**config.mk**
```make
export PLATFORM = sky130hd
export DESIGN_NAME = watch_time_counter
export DESIGN_NICKNAME = d
export VERILOG_FILES = /design/src/rtl/watch_time_counter.sv
export SDC_FILE = /design/constraint.sdc
export NUM_CORES = 1
export LEC_CHECK = 0
export ABC_CLOCK_PERIOD_IN_PS = 4900
export CAP_MARGIN = 20
export CELL_PAD_IN_SITES_DETAIL_PLACEMENT = 1
export CELL_PAD_IN_SITES_GLOBAL_PLACEMENT = 2
export CORE_MARGIN = 4
export CORE_UTILIZATION = 30
export CTS_CLUSTER_DIAMETER = 200
export DETAILED_ROUTE_END_ITERATION = 6
export PLACE_DENSITY = 0.91
export SLEW_MARGIN = 5
export SYNTH_ARGS = -nofsm -noshare
export SYNTH_HDL_FRONTEND = slang
export SYNTH_SLANG_ARGS = --single-unit
```
**constraint.sdc**
```tcl
create_clock -name i_clk -period 4.9 [get_ports i_clk]
set_clock_uncertainty 0.1 [all_clocks]
set_input_delay 1.225 -clock i_clk [delete_from_list [all_inputs] [get_ports i_clk]]
set_output_delay 1.225 -clock i_clk [all_outputs]
set_load 0.01 [all_outputs]
```
**src/rtl/watch_time_counter.sv**
```systemverilog
// watch_time_counter: BCD hours:minutes timekeeper.
// Advances by one minute per one_minute tick and accepts validated time loads.
// Supports a 24h build (00..23) and a 12h build (01..12 with pm flag).
// Every output comes straight from a register. The three pulse outputs are
// high for one cycle only.

module watch_time_counter #(
  parameter int unsigned HOUR_MODE_24 = 1
) (
  input  logic        i_clk,
  input  logic        i_rst_n,
  input  logic        i_one_minute,
  input  logic        i_load_new_time,
  input  logic [15:0] i_new_time,
  output logic [3:0]  o_hour_ms,
  output logic [3:0]  o_hour_ls,
  output logic [3:0]  o_min_ms,
  output logic [3:0]  o_min_ls,
  output logic        o_pm,
  output logic        o_time_updated,
  output logic        o_day_rollover,
  output logic        o_load_error
);

  // Midnight is shown as 00:00 in the 24h build and as 12:00 (am) in the 12h build.
  localparam logic [3:0] RstHourMs = (HOUR_MODE_24 != 0) ? 4'd0 : 4'd1;
  localparam logic [3:0] RstHourLs = (HOUR_MODE_24 != 0) ? 4'd0 : 4'd2;

  logic [3:0] r_hour_ms;
  logic [3:0] r_hour_ls;
  logic [3:0] r_min_ms;
  logic [3:0] r_min_ls;
  logic       r_pm;
  logic       r_time_updated;
  logic       r_day_rollover;
  logic       r_load_error;

  logic [3:0] w_inc_hour_ms;
  logic [3:0] w_inc_hour_ls;
  logic [3:0] w_inc_min_ms;
  logic [3:0] w_inc_min_ls;
  logic       w_inc_pm;
  logic       w_inc_rollover;

  logic [3:0] w_ld_hour_ms;
  logic [3:0] w_ld_hour_ls;
  logic [3:0] w_ld_min_ms;
  logic [3:0] w_ld_min_ls;
  logic       w_ld_digits_ok;
  logic       w_ld_hours_ok;
  logic       w_ld_valid;
  logic       w_ld_pm;

  // True when a BCD hour pair (assumed in range 00..23) is 12 or later.
  function automatic logic hours_ge_12(input logic [3:0] ms, input logic [3:0] ls);
    return (ms >= 4'd2) || ((ms == 4'd1) && (ls >= 4'd2));
  endfunction

  assign w_ld_hour_ms = i_new_time[15:12];
  assign w_ld_hour_ls = i_new_time[11:8];
  assign w_ld_min_ms  = i_new_time[7:4];
  assign w_ld_min_ls  = i_new_time[3:0];

  // Validate the load word: BCD digits, minutes 00..59, hours within the build's range.
  always_comb begin
    w_ld_digits_ok = (w_ld_hour_ms <= 4'd9) && (w_ld_hour_ls <= 4'd9) &&
                     (w_ld_min_ms <= 4'd5) && (w_ld_min_ls <= 4'd9);
    if (HOUR_MODE_24 != 0) begin
      w_ld_hours_ok = (w_ld_hour_ms < 4'd2) ||
                      ((w_ld_hour_ms == 4'd2) && (w_ld_hour_ls <= 4'd3));
      w_ld_pm       = hours_ge_12(w_ld_hour_ms, w_ld_hour_ls);
    end else begin
      w_ld_hours_ok = ((w_ld_hour_ms == 4'd0) && (w_ld_hour_ls != 4'd0)) ||
                      ((w_ld_hour_ms == 4'd1) && (w_ld_hour_ls <= 4'd2));
      // A 12h load sets the clock face only; am/pm stays as it was.
      w_ld_pm       = r_pm;
    end
    w_ld_valid = w_ld_digits_ok && w_ld_hours_ok;
  end

  // One-minute increment with BCD carries through minutes and hours.
  always_comb begin
    w_inc_hour_ms  = r_hour_ms;
    w_inc_hour_ls  = r_hour_ls;
    w_inc_min_ms   = r_min_ms;
    w_inc_min_ls   = r_min_ls;
    w_inc_pm       = r_pm;
    w_inc_rollover = 1'b0;

    if (r_min_ls != 4'd9) begin
      w_inc_min_ls = r_min_ls + 4'd1;
    end else begin
      w_inc_min_ls = 4'd0;
      if (r_min_ms != 4'd5) begin
        w_inc_min_ms = r_min_ms + 4'd1;
      end else begin
        w_inc_min_ms = 4'd0;
        if (HOUR_MODE_24 != 0) begin
          if ((r_hour_ms == 4'd2) && (r_hour_ls == 4'd3)) begin
            w_inc_hour_ms  = 4'd0;
            w_inc_hour_ls  = 4'd0;
            w_inc_rollover = 1'b1;
          end else if (r_hour_ls == 4'd9) begin
            w_inc_hour_ms = r_hour_ms + 4'd1;
            w_inc_hour_ls = 4'd0;
          end else begin
            w_inc_hour_ls = r_hour_ls + 4'd1;
          end
        end else begin
          if ((r_hour_ms == 4'd1) && (r_hour_ls == 4'd2)) begin
            // 12 -> 01 does not touch am/pm.
            w_inc_hour_ms = 4'd0;
            w_inc_hour_ls = 4'd1;
          end else if ((r_hour_ms == 4'd1) && (r_hour_ls == 4'd1)) begin
            // 11 -> 12 flips am/pm; pm->am is the start of a new day.
            w_inc_hour_ms  = 4'd1;
            w_inc_hour_ls  = 4'd2;
            w_inc_pm       = ~r_pm;
            w_inc_rollover = r_pm;
          end else if (r_hour_ls == 4'd9) begin
            w_inc_hour_ms = r_hour_ms + 4'd1;
            w_inc_hour_ls = 4'd0;
          end else begin
            w_inc_hour_ls = r_hour_ls + 4'd1;
          end
        end
      end
    end

    if (HOUR_MODE_24 != 0) begin
      w_inc_pm = hours_ge_12(w_inc_hour_ms, w_inc_hour_ls);
    end
  end

  // Time and pulse registers: load has priority over tick; a coincident tick is dropped.
  always_ff @(posedge i_clk or negedge i_rst_n) begin
    if (!i_rst_n) begin
      r_hour_ms      <= RstHourMs;
      r_hour_ls      <= RstHourLs;
      r_min_ms       <= 4'd0;
      r_min_ls       <= 4'd0;
      r_pm           <= 1'b0;
      r_time_updated <= 1'b0;
      r_day_rollover <= 1'b0;
      r_load_error   <= 1'b0;
    end else begin
      r_time_updated <= 1'b0;
      r_day_rollover <= 1'b0;
      r_load_error   <= 1'b0;
      if (i_load_new_time) begin
        if (w_ld_valid) begin
          r_hour_ms      <= w_ld_hour_ms;
          r_hour_ls      <= w_ld_hour_ls;
          r_min_ms       <= w_ld_min_ms;
          r_min_ls       <= w_ld_min_ls;
          r_pm           <= w_ld_pm;
          r_time_updated <= 1'b1;
        end else begin
          r_load_error <= 1'b1;
        end
      end else if (i_one_minute) begin
        r_hour_ms      <= w_inc_hour_ms;
        r_hour_ls      <= w_inc_hour_ls;
        r_min_ms       <= w_inc_min_ms;
        r_min_ls       <= w_inc_min_ls;
        r_pm           <= w_inc_pm;
        r_time_updated <= 1'b1;
        r_day_rollover <= w_inc_rollover;
      end
    end
  end

  assign o_hour_ms      = r_hour_ms;
  assign o_hour_ls      = r_hour_ls;
  assign o_min_ms       = r_min_ms;
  assign o_min_ls       = r_min_ls;
  assign o_pm           = r_pm;
  assign o_time_updated = r_time_updated;
  assign o_day_rollover = r_day_rollover;
  assign o_load_error   = r_load_error;

endmodule

```
# Word-level counts from Yosys, hierarchy flattened

Index checks and enable logic that the tools add are counted.
Widths: inputs -> output; s select.

$lt $le $gt $ge: 10
Muxes and demuxes: 36
Eq/ne operators: 10
Add/subtract/negate cells: 4
Reduce and logical (&&, ||, !) cells: 14

Operators with widths:

| kind                | count |
|---|---|
| $mux 4              | 23 |
| $add 4x1->4 const B | 4 |
| $ge 4x2->1 const B  | 4 |
| $mux 1              | 13 |
| $eq 4x2->1 const B  | 3 |
| $le 4x4->1 const B  | 3 |
| $eq 4x1->1 const B  | 2 |
| $logic_and 1x1->1   | 8 |
| $eq 4x4->1 const B  | 1 |
| $le 4x2->1 const B  | 1 |
| $le 4x3->1 const B  | 1 |
| $lt 4x2->1 const B  | 1 |
| $ne 4x3->1 const B  | 1 |
| $ne 4x4->1 const B  | 1 |
| $logic_or 1x1->1    | 3 |
| $reduce_and 3->1    | 1 |
| $ne 2x1->1 const B  | 1 |
| $ne 2x2->1 const B  | 1 |
| $reduce_and 2->1    | 1 |
| $reduce_bool 2->1   | 1 |

Logic and storage cells: 82
Register bits: 20

# Depth between registers and ports, before layout

Word-level depth: 10
Mapped depth: 7
Depth with buffers taken out: 7

# Worst setup path before layout

No wires, ideal clock.

Kind: input-to-reg
Start: in i_new_time[5]
End: reg r_hour_ls[1] (netlist: o_hour_ls[1])
Library setup time: 0.125 ns
Slack: 2.290 ns
Arrival: 2.385 ns
Required time: 4.675 ns
Buffers on the path: 0
Stages on the path: 5
Path through: a2111oi_4 and4_1 a21oi_2 clkinv_2 mux2_2

Cells in the longest elaborated chain, start to end: 6

Ends and longest elaborated chain:

| item                       | RTL line | source |
|---|---|---|
| start: declaration         | 14       | `input logic [15:0] i_new_time,` |
| $le 4x3->1                 | 67       | `(w_ld_min_ms <= 4'd5) && (w_ld_min_ls <= 4'd9);` |
| $logic_and 1x1->1          | 66       | `w_ld_digits_ok = (w_ld_hour_ms <= 4'd9) && (w_ld_hour_ls <= 4'd9) &&` |
| $logic_and 1x1->1          | 67       |  |
| $logic_and 1x1->1          | 78       | `w_ld_valid = w_ld_digits_ok && w_ld_hours_ok;` |
| $ne 2x1->1 (no line)       | n/a      |  |
| $reduce_and 2->1 (no line) | n/a      |  |
| end signal: assignment     | 139      | `r_hour_ls <= RstHourLs;` |
| end signal: assignment     | 153      | `r_hour_ls <= w_ld_hour_ls;` |
| end signal: assignment     | 163      | `r_hour_ls <= w_inc_hour_ls;` |
| end: declaration           | 30       | `logic [3:0] r_hour_ls;` |

No other way between the ends.
A chain may end at the register's enable or synchronous reset.

# Worst setup path after layout

Start: in i_load_new_time
End: reg r_min_ms[1] (netlist: o_min_ms[1])

Cells in the longest elaborated chain, start to end: 2
Elaborated cells between the ends (all ways): 5
Classes of those cells: eq/ne: 2; mux: 1; reduce/logical: 2

Ends and longest elaborated chain:

| item                                         | RTL line | source |
|---|---|---|
| start: declaration                           | 13       | `input logic i_load_new_time,` |
| $ne 2x2->1 (no line) (tied with other cells) | n/a      |  |
| $reduce_and 3->1 (no line)                   | n/a      |  |
| end signal: assignment                       | 154      | `r_min_ms <= w_ld_min_ms;` |
| end signal: assignment                       | 164      | `r_min_ms <= w_inc_min_ms;` |
| end: declaration                             | 31       | `logic [3:0] r_min_ms;` |

Several ways; a longest one is shown, not always the timed one.

==> qor.yml <==
wire_per_inst_um: 19.4
drt_iter0_drc: 119
drive_above_1_share: 0.111
clk_latency_ns: 0.26
wl_met2_um: 2440
synth_compound_area_frac: 0.299
synthArstFlopShare: 1.00
synth_top_area_frac: 0.353
ys_warn_count: 0
p_seq_frac: 0.402
row_count: 24
ys.flop_type: "dfrtp_1"
start_util: 0.317
power_frac_comb: 0.443
timing.final.crit_share: 0.718
worst_slew_pin_slew_ns: 0.633
p_int_mw: 0.438
cp-end-kind: "flip-flop"
synth-seq-cells: 20
dp_hpwl_um: 3620
fill_cells: 529
synthSimpleGateAreaFrac: 0.226
area_delta_synth_final_pct: 34.7
antenna_cells: 0
yosys.area.top_type: "dfrtp_1"
holdCritPathClass: "reg -> reg"
clk_path_buf_depth: 2
die_y_um: 76.7
grt_pass1_wl_um: 7680
antenna_found_initial: 0
synth_area_um2: 1420
synthCells: 152
drt_wl_total_um: 4710
synth_edf_count: 0
setup_tns_ns: 0
vias: 1413
fmax_mhz: 284
post-place-ws_ns: 1.16
required_ns: 4.95
place_area_um2: 1850
relSlewSlack: 0.578
muxShareOfSynthArea: 0.0291
hold_violations: 0
numCtsBuffers: 3
p_per_area_nw_per_um2: 383
fin_crit_ns: 3.52
post_cts_resized: 0
die-area_um2: 5890
ir_drop_uv: 219
grt_max_degree: 21
setup_violations: 0
cts_sinks: 20
core_area_um2: 4470
instances_no_fill: 242
path_max_fanout: 20
drt-pass1-iter-count: 4
slew_viol_final: 0
cts_tree: "done"
power_mw: 0.732
ctsRootBufferMaster: "clkbuf_8"
yosysUniqueCellTypes: 57
postSynthAreaPerCell_um2: 9.33
ctsHoldBuffers: 0
seq_area_frac_synth: 0.353
drv_cap: 0
final_area_um2: 1910
fin_ws_ns: 1.38
dp.cells: 238
grt_setup_unrepaired: "no"
synth_top_family_by_area: "compound AO/OA/AOI/OAI gates"
start_kind: "input pin"
grt_usage: 0.160
routed.top_layer: "met4"
fin_util: 0.427
swShare: 0.401
leakage_nw: 0.734
htree_levels: 1
grt_pass1_vias: 1496
post_drt_via_cell_ratio: 5.84
wl_met3_um: 107
io_pins: 40
ant_nets: 0
postCtsSetupRepairBufs: 0
status: "completed"
p_switching_mw: 0.294
port_buffers: 39
power_frac_clock: 0.155
synth.area.top_cells: "dfrtp_1, ha_1, nand2_1"
cp_data_arrival_time_ns: 3.57
synthAdderAreaFrac: 0.0353
die_w_um: 76.7
drc: 0
wl_met1_um: 2090
gp_congestion: 0.868
grt_overflow_total: 0
critPathKind: "in -> reg"
post_synth_xor_area_fraction: 0.0185
synth_nets: 176
final_nets: 216
finalHoldWorstSlack_ns: 0.523
clk_pin_slew_worst_paths_ns: 0.08
-- cell families after synthesis --
kind of cell | Yosys count
xor+xnor | 3
flops | 20
fa+ha+maj | 4
simple gates | 51
buf+inv | 14
mux | 4
compound gates | 56
-- cell type report --
type | instances | area, µm² | share of cell area
Clock buffer | 3 | 41.3 | 0.0216
Inverter | 9 | 35.0 | 0.0183
Multi-Input combinational cell | 118 | 862 | 0.452
Sequential cell | 20 | 500 | 0.262
Tap cell | 52 | 65.1 | 0.0341
Timing Repair Buffer | 40 | 405 | 0.212
-- critical path, stage by stage --
cell and delay (ns):
clkdlybuf4s50_1 0.66, inv_1 0.61, nand2_1 0.36, o22ai_2 0.36, o21ai_1 0.12, a22o_1 0.24
-- metal layers --
layer	vias up	global-route usage
met5	-	0
met4	0	0.0562
met3	4	0.0129
met2	30	0.285
met1	714	0.202
li1	665	-
-- final timing paths --
kind | from | end | slack (ns) | depth (start not counted)
max in group asynchronous | i_rst_n | o_min_ls[1]$_DFFE_PN0P_ | 3.27 | 2
worst min register to register | o_hour_ms[2]$_DFFE_PN0P_ | o_hour_ms[2]$_DFFE_PN0P_ | 0.52 | 1
min in group asynchronous | i_rst_n | o_hour_ls[1]$_DFFE_PN0P_ | 1.06 | 1
worst max-delay path | i_load_new_time | o_min_ms[1]$_DFFE_PN0P_ | 1.38 | 6
worst max register to register | o_hour_ms[0]$_DFFE_PN0P_ | o_pm$_DFFE_PN0P_ | 2.59 | 7
worst min-delay path | o_hour_ms[2]$_DFFE_PN0P_ | o_hour_ms[2]$_DFFE_PN0P_ | 0.52 | 1
-- registers in the layout (all words and copies together), names as in the netlist --
signal          cells
o_pm                1
o_load_error        1
o_min_ls            4
o_min_ms            4
o_hour_ms           4
o_time_updated      1
o_day_rollover      1
o_hour_ls           4
-- synthesized netlist by cell type, drive strengths merged, types with 2 or more instances --
library cell / instances
nand3: 4
inv: 8
nand2: 12
mux2i: 3
nor2: 9
nand2b: 3
a22oi: 3
nor3: 4
nand4: 3
a31oi: 3
a311oi: 2
a21oi: 9
o31a: 3
o21ai: 12
ha: 4
a2111oi: 2
xor2: 3
and4bb: 2
dfrtp: 20
nand3b: 2
nor2b: 3
o311ai: 2
o22ai: 4
o41ai: 2
nor4: 2
o31ai: 4
clkbuf: 4
-- layout by cell type, fill, tap and decap left out, types with 2 or more instances in the layout --
cell / count
o22ai_1: 3
nand2_1: 11
nor4_1: 2
nand3_1: 4
xor2_1: 3
clkdlybuf4s50_1: 39
a21oi_1: 8
a311oi_1: 2
and4bb_2: 2
o21ai_0: 8
nand2b_1: 3
o31a_1: 3
a31oi_1: 3
o31ai_1: 3
o21ai_1: 4
nand4_1: 2
dfrtp_1: 20
ha_1: 4
o41ai_1: 2
nor2_1: 8
inv_1: 8
clkbuf_8: 3
nor3_1: 4
nand3b_1: 2
nor2b_1: 3
a22oi_1: 2
mux2i_1: 3
-- power by group through the flow --
| stage | Clock (mW) | Sequential (mW) | Combinational, mW |
|---|---|---|---|
| 2_1_floorplan | 0 | 0.283 | 0.169 |
| 3_3_place_gp | 0 | 0.291 | 0.314 |
| 3_5_place_dp | 0 | 0.298 | 0.324 |
| 4_1_cts | 0.115 | 0.295 | 0.325 |
| 5_1_grt | 0.122 | 0.307 | 0.351 |
| 6_report | 0.113 | 0.294 | 0.324 |
Note: power is estimated with default switching activity, not from simulation.
